`src/rtl/mem_dram_pkg.sv`:
```
// Shared types and constants for the SIP1M9 DRAM timing sequencer.
package mem_dram_pkg;
  typedef enum logic [2:0] {
    S_IDLE, S_ROW, S_COL, S_PRE, S_BERR_ACK, S_REF_CAS, S_REF_RAS
  } state_t;

  localparam logic [1:0] BANK_0       = 2'd0;
  localparam logic [1:0] BANK_1       = 2'd1;
  localparam logic [1:0] BANK_2       = 2'd2;
  localparam logic [1:0] BANK_INVALID = 2'd3;

  localparam int ADDR_W  = 22;
  localparam int AA_W    = 10;
  localparam int BANK_HI = 21, BANK_LO = 20;
  localparam int ROW_HI  = 19, ROW_LO  = 10;
  localparam int COL_HI  = 9,  COL_LO  = 0;

  localparam int DEF_T_RCD     = 2;
  localparam int DEF_T_CAS     = 3;
  localparam int DEF_T_RP      = 3;
  localparam int DEF_T_CSR     = 1;
  localparam int DEF_T_RAS_REF = 3;
  localparam int DEF_T_REF     = 390;

  function automatic int max2(input int a, input int b);
    return (a > b) ? a : b;
  endfunction

  function automatic logic [2:0] bank_onehot(input logic [1:0] b);
    case (b)
      BANK_0:  return 3'b001;
      BANK_1:  return 3'b010;
      BANK_2:  return 3'b100;
      default: return 3'b000;
    endcase
  endfunction
endpackage

```
`src/rtl/mem_dram_refresh_timer.sv`:
```
// Free-running refresh interval counter with a sticky pending flag.
module mem_dram_refresh_timer
  import mem_dram_pkg::*;
#(
  parameter int T_REF = DEF_T_REF
) (
  input  logic sysclk,
  input  logic sys_rst,
  input  logic clr,
  output logic tick,
  output logic pending
);
  localparam int W = $clog2(T_REF + 1);

  logic [W-1:0] cnt;

  // Reaching zero and reloading are merged into one edge so the period is exactly T_REF.
  assign tick = (cnt == W'(1));

  always_ff @(posedge sysclk) begin
    if (sys_rst) begin
      cnt     <= W'(T_REF);
      pending <= 1'b0;
    end else begin
      cnt <= tick ? W'(T_REF) : cnt - W'(1);
      if (tick)     pending <= 1'b1;
      else if (clr) pending <= 1'b0;
    end
  end
endmodule

```
`src/rtl/mem_dram_ctl.sv`:
```
// Strobe/address sequencer for three DRAM banks with CAS-before-RAS refresh.
module mem_dram_ctl
  import mem_dram_pkg::*;
#(
  parameter int T_RCD     = DEF_T_RCD,
  parameter int T_CAS     = DEF_T_CAS,
  parameter int T_RP      = DEF_T_RP,
  parameter int T_CSR     = DEF_T_CSR,
  parameter int T_RAS_REF = DEF_T_RAS_REF,
  parameter int T_REF     = DEF_T_REF
) (
  input  logic              sysclk,
  input  logic              sys_rst,
  input  logic              REQ,
  input  logic              WRITE,
  input  logic [ADDR_W-1:0] ADDR,
  output logic              READY,
  output logic              ACK,
  output logic              BERR,
  output logic [AA_W-1:0]   AA_9_0,
  output logic              BANK0,
  output logic              BANK1,
  output logic              BANK2,
  output logic              RAS,
  output logic              CAS,
  output logic              MWRITE50_n
);
  localparam int TMAX = max2(max2(max2(T_RCD, T_CAS), max2(T_RP, T_CSR)), T_RAS_REF);
  localparam int CW   = max2(1, $clog2(TMAX));

  state_t          state;
  logic [CW-1:0]   cnt;
  logic [2:0]      bank_q;
  logic [AA_W-1:0] col_q;
  logic            wr_q;
  logic            tick, pend, clr, pend_nxt;

  mem_dram_refresh_timer #(.T_REF(T_REF)) u_ref (
    .sysclk (sysclk),
    .sys_rst(sys_rst),
    .clr    (clr),
    .tick   (tick),
    .pending(pend)
  );

  // Refresh is entered from IDLE or straight out of the last precharge cycle.
  assign clr      = pend && (state == S_IDLE || (state == S_PRE && cnt == '0));
  assign pend_nxt = tick || (pend && !clr);

  assign {BANK2, BANK1, BANK0} = bank_q;

  always_ff @(posedge sysclk) begin
    if (sys_rst) begin
      state      <= S_IDLE;
      cnt        <= '0;
      READY      <= 1'b0;
      ACK        <= 1'b0;
      BERR       <= 1'b0;
      AA_9_0     <= '0;
      bank_q     <= '0;
      RAS        <= 1'b0;
      CAS        <= 1'b0;
      MWRITE50_n <= 1'b1;
      col_q      <= '0;
      wr_q       <= 1'b0;
    end else begin
      ACK  <= 1'b0;
      BERR <= 1'b0;
      case (state)
        S_IDLE: begin
          if (pend) begin
            state  <= S_REF_CAS;
            cnt    <= CW'(T_CSR - 1);
            CAS    <= 1'b1;
            bank_q <= 3'b111;
            READY  <= 1'b0;
          end else if (REQ && READY) begin
            READY <= 1'b0;
            wr_q  <= WRITE;
            col_q <= ADDR[COL_HI:COL_LO];
            if (ADDR[BANK_HI:BANK_LO] == BANK_INVALID) begin
              state <= S_BERR_ACK;
              ACK   <= 1'b1;
              BERR  <= 1'b1;
            end else begin
              state      <= S_ROW;
              cnt        <= CW'(T_RCD - 1);
              AA_9_0     <= ADDR[ROW_HI:ROW_LO];
              bank_q     <= bank_onehot(ADDR[BANK_HI:BANK_LO]);
              RAS        <= 1'b1;
              MWRITE50_n <= !(WRITE && (T_RCD == 1));
            end
          end else begin
            READY <= !pend_nxt;
          end
        end
        S_ROW: begin
          if (cnt == '0) begin
            state      <= S_COL;
            cnt        <= CW'(T_CAS - 1);
            AA_9_0     <= col_q;
            CAS        <= 1'b1;
            MWRITE50_n <= !wr_q;
            ACK        <= (T_CAS == 1);
          end else begin
            cnt        <= cnt - CW'(1);
            // Early write: W drops in the last row cycle so it leads CAS.
            MWRITE50_n <= !(wr_q && cnt == CW'(1));
          end
        end
        S_COL: begin
          if (cnt == '0) begin
            state      <= S_PRE;
            cnt        <= CW'(T_RP - 1);
            AA_9_0     <= '0;
            bank_q     <= '0;
            RAS        <= 1'b0;
            CAS        <= 1'b0;
            MWRITE50_n <= 1'b1;
          end else begin
            cnt <= cnt - CW'(1);
            ACK <= (cnt == CW'(1));
          end
        end
        S_PRE: begin
          if (cnt != '0) begin
            cnt <= cnt - CW'(1);
          end else if (pend) begin
            state  <= S_REF_CAS;
            cnt    <= CW'(T_CSR - 1);
            CAS    <= 1'b1;
            bank_q <= 3'b111;
          end else begin
            state <= S_IDLE;
            READY <= !pend_nxt;
          end
        end
        S_REF_CAS: begin
          if (cnt == '0) begin
            state <= S_REF_RAS;
            cnt   <= CW'(T_RAS_REF - 1);
            RAS   <= 1'b1;
          end else begin
            cnt <= cnt - CW'(1);
          end
        end
        S_REF_RAS: begin
          if (cnt == '0) begin
            state  <= S_PRE;
            cnt    <= CW'(T_RP - 1);
            RAS    <= 1'b0;
            CAS    <= 1'b0;
            bank_q <= '0;
          end else begin
            cnt <= cnt - CW'(1);
          end
        end
        S_BERR_ACK: begin
          state <= S_IDLE;
          READY <= !pend_nxt;
        end
        default: state <= S_IDLE;
      endcase
    end
  end
endmodule

```
`config.mk`:
```
export PLATFORM = sky130hd
export DESIGN_NAME = mem_dram_ctl
export DESIGN_NICKNAME = d
export VERILOG_FILES = /design/src/rtl/mem_dram_pkg.sv /design/src/rtl/mem_dram_refresh_timer.sv /design/src/rtl/mem_dram_ctl.sv
export SDC_FILE = /design/constraint.sdc
export NUM_CORES = 1
export LEC_CHECK = 0
export BUFFER_PORTS_ARGS = -buffer_cell sky130_fd_sc_hd__buf_4
export CELL_PAD_IN_SITES_DETAIL_PLACEMENT = 1
export CELL_PAD_IN_SITES_GLOBAL_PLACEMENT = 2
export CORE_UTILIZATION = 25
export DETAILED_ROUTE_END_ITERATION = 16
export PLACE_DENSITY_LB_ADDON = 0.1
export SLEW_MARGIN = 20
export SYNTH_ARGS = -nofsm -noshare
export SYNTH_HDL_FRONTEND = slang
export SYNTH_SLANG_ARGS = --single-unit
```
`constraint.sdc`:
```
create_clock -name sysclk -period 4.4 [get_ports sysclk]
set_input_delay 0.22 -clock sysclk [delete_from_list [all_inputs] [get_ports sysclk]]
set_output_delay 0.22 -clock sysclk [all_outputs]
set_load 0.02 [all_outputs]
```
==> results.json <==
{
  "status": "finished clean",
  "cp_slowest_stage_delay_ns": 0.78,
  "grt_max_degree": 37,
  "synth.distinct_cells": 52,
  "cts.sinks": 45,
  "synth_most_common_cell": "dfxtp_1",
  "nFillCells": 1187,
  "critPathLaunchType": "register",
  "yosys.area.top_type_share_pct": 36.77,
  "hold_violations": 0,
  "clkTransAtPathRegs_ns": 0.09,
  "rsz0062_at_grt": "false",
  "final_cells": 463,
  "initial_core_util_pct": 26.14,
  "grt_pass1_wl_um": 11660,
  "grt_usage_pct": 14.87,
  "power_density_nw_per_um2": 667.0,
  "setup-tns-final_ns": 0,
  "ant_nets": 0,
  "diodes": 0,
  "cts_resized": 0,
  "drt_pre_antenna_iters": 4,
  "die_y_um": 101.0,
  "critPathSlowestCell": "dfxtp_1",
  "remaining_drc_errors": 0,
  "numCtsBuffers": 5,
  "path_cells": "buf_4, nor2b_2, a221o_1, a21oi_1, nor3_1",
  "synth-simple-area-share_pct": 22.68,
  "ff2ff_path_depth": 5,
  "syn_avg_cell_area_sq_um": 8.059,
  "critPathKind": "register to register",
  "synth_xor_area_share_pct": 2.503,
  "synth_commonest_cells": "dfxtp_1 (45), nand2_1 (42), a21oi_1 (35)",
  "ys_warn_count": 0,
  "arrival_ns": 2.54,
  "place_inst": 455,
  "setup_viol": 0,
  "hold_path_class": "input port to register",
  "whs_path_depth": 3,
  "worstPathMaxFanout": 22,
  "synthMuxAreaShare_pct": 1.021,
  "cts_root_buffer": "clkbuf_8",
  "io_pins": 45,
  "peakVddDrop_mv": 0.1597,
  "fmax_mhz": 430.0,
  "synth_area_sq_um": 2450,
  "post_cts_buffers": 0,
  "min_to": "col_q[4]$_SDFFE_PP0P_",
  "cts_tree": "yes",
  "vias": 2205,
  "ys_seq_area_share_pct": 36.77,
  "relSlewSlack_pct": 52.39,
  "die-area_sq_um": 10200,
  "worst_pin_slew_ns": 0.7132,
  "synth_top_family_by_area": "compound AO/OA/AOI/OAI gates",
  "synth_edf_count": 0,
  "synth_cells": 304,
  "required_ns": 4.62,
  "period_minus_slack_ns": 2.326,
  "hold_start": "ADDR[4]",
  "syn-num-nets": 336,
  "skew_ns": 0.008048,
  "drt-wirelength-per-cell_um": 15.48,
  "ctsHoldBuffers": 0,
  "gp_congestion": 0.7212,
  "die_w_um": 101.0,
  "grt_pass1_vias": 2130,
  "layout_setup_ws_ns": 2.074,
  "post-route-period-util_pct": 52.86,
  "via_per_inst": 4.762,
  "port_buffers": 44,
  "hpwl_um": 5199,
  "slew_violations": 0,
  "p_leak_nw": 1.121,
  "fp.coreArea_sq_um": 9371,
  "drive_gt1_share_pct": 20.36,
  "htree_num_levels": 2,
  "yosys-top-cells-area": "dfxtp_1 (37%), a21oi_1 (7.2%), nand2_1 (6.4%), nor3_1 (4.9%), o221ai_1 (3.9%)",
  "synth-main-ff-cell": "dfxtp_1",
  "synth-seq-cells": 45,
  "place_ws_ns": 2.026,
  "clkLatencyLatePin_ns": 0.30,
  "worstReg2RegStart": "state[0]$_SDFFE_PP0P_",
  "nets": 365,
  "yosys.area_share.adder_pct": 3.064,
  "r2r_end": "AA_9_0[3]$_SDFFE_PP0P_",
  "reg2reg_slack_ns": 2.07,
  "startpoint": "state[0]$_SDFFE_PP0P_",
  "syn_to_final_growth_pct": 19.36,
  "synth_compound_area_share_pct": 25.59,
  "synth_top_area_cell": "dfxtp_1",
  "wl_um": 7167,
  "num_rows": 35,
  "cts_buffer_depth": 2,
  "grt_remaining_overflow": 0,
  "cp-end-kind": "register",
  "antenna_found_initial": 0,
  "detail_route.iter0.violations": 130,
  "async_flop_share_pct": 0,
  "drv_cap": 0
}
## area by class of cell
type | instances | area (sq um) | share of cell area, %
inverters | 19 | 71.32 | 2.439
clock inverters | 1 | 5.005 | 0.1712
flip-flops and latches | 45 | 900.9 | 30.81
multi-input cells | 216 | 1344 | 45.96
well taps | 129 | 161.4 | 5.520
repair buffers | 46 | 345.3 | 11.81
clock buffers | 7 | 96.34 | 3.295
## cells by family (layout without fill, tap and decap cells)
kind of cell | after synthesis | after routing
AND/OR/NAND/NOR | 114 | 114
AO/OA/AOI/OAI | 87 | 87
flip-flops | 45 | 45
buffers and inverters | 43 | 73
XOR/XNOR | 7 | 7
adder cells (fa/ha/maj) | 6 | 6
multiplexers | 2 | 2
## report_power, final
| part | internal, mW | switching (mW) |
|---|---|---|
| sequential | 0.509 | 0.117 |
| clock | 0.142 | 0.145 |
| combinational | 0.410 | 0.626 |
| total | 1.06 | 0.888 |
## layout by cell type, fill, tap and decap left out, types with 4 or more instances in the layout
master	synthesis	routed
nand2_1	42	42
nor3_1	24	24
o221ai_1	11	11
o21ai_0	8	8
a21oi_1	35	35
inv_1	19	19
buf_4	0	46
nand2b_1	6	6
nand3_1	14	14
xnor2_1	6	6
dfxtp_1	45	45
ha_1	6	6
nor2_1	11	11
o21a_1	4	4
clkbuf_8	0	7
## worst max-delay path, delay by kind of cell, from the launching register on
kind	cells	cell delay (ns)
buffers and inverters	1	0.37
AO/OA/AOI/OAI	2	0.54
flip-flops	1	0.78
AND/OR/NAND/NOR	2	0.54
## metrics by stage
step	instance area (sq um)	power [mW]	hold WS (ns)	utilization, %
6_report	2924	1.950	0.1696	31.20
5_1_grt	2924	2.125	0.1649	31.20
4_1_cts	2924	1.979	0.1639	31.20
3_5_place_dp	2823	1.685	0.4582	30.12
3_3_place_gp	2823	1.675	0.4510	30.12
2_1_floorplan	2450	1.423	0.3560	-
## worst max path at each step
stage               cells past startpoint  slack, ns                     end
finish                                  5       2.07  AA_9_0[3]$_SDFFE_PP0P_
detailed placement                      5       2.03  AA_9_0[3]$_SDFFE_PP0P_
floorplan                               7       2.80  AA_9_0[6]$_SDFFE_PP0P_
global route                            5       1.84  AA_9_0[4]$_SDFFE_PP0P_
global placement                        5       2.18  AA_9_0[4]$_SDFFE_PP0P_
CTS                                     5       2.00  AA_9_0[3]$_SDFFE_PP0P_
## state kept, by name (all words and copies together) (netlist names)
register       count
bank_q             3
BERR               1
READY              1
u_ref.cnt          9
state              3
RAS                1
col_q             10
wr_q               1
cnt                2
MWRITE50_n         1
CAS                1
u_ref.pending      1
AA_9_0            10
ACK                1
## metal layers
layer  global-route usage, %  vias to the layer above  wire, um
li1                        -                     1133         -
met1                   21.74                     1030      3787
met2                   22.55                       38      3081
met3                   2.635                        4       247
met4                   3.344                        0        49
met5                       0                        -         0
(Power assumes the default switching activity.)
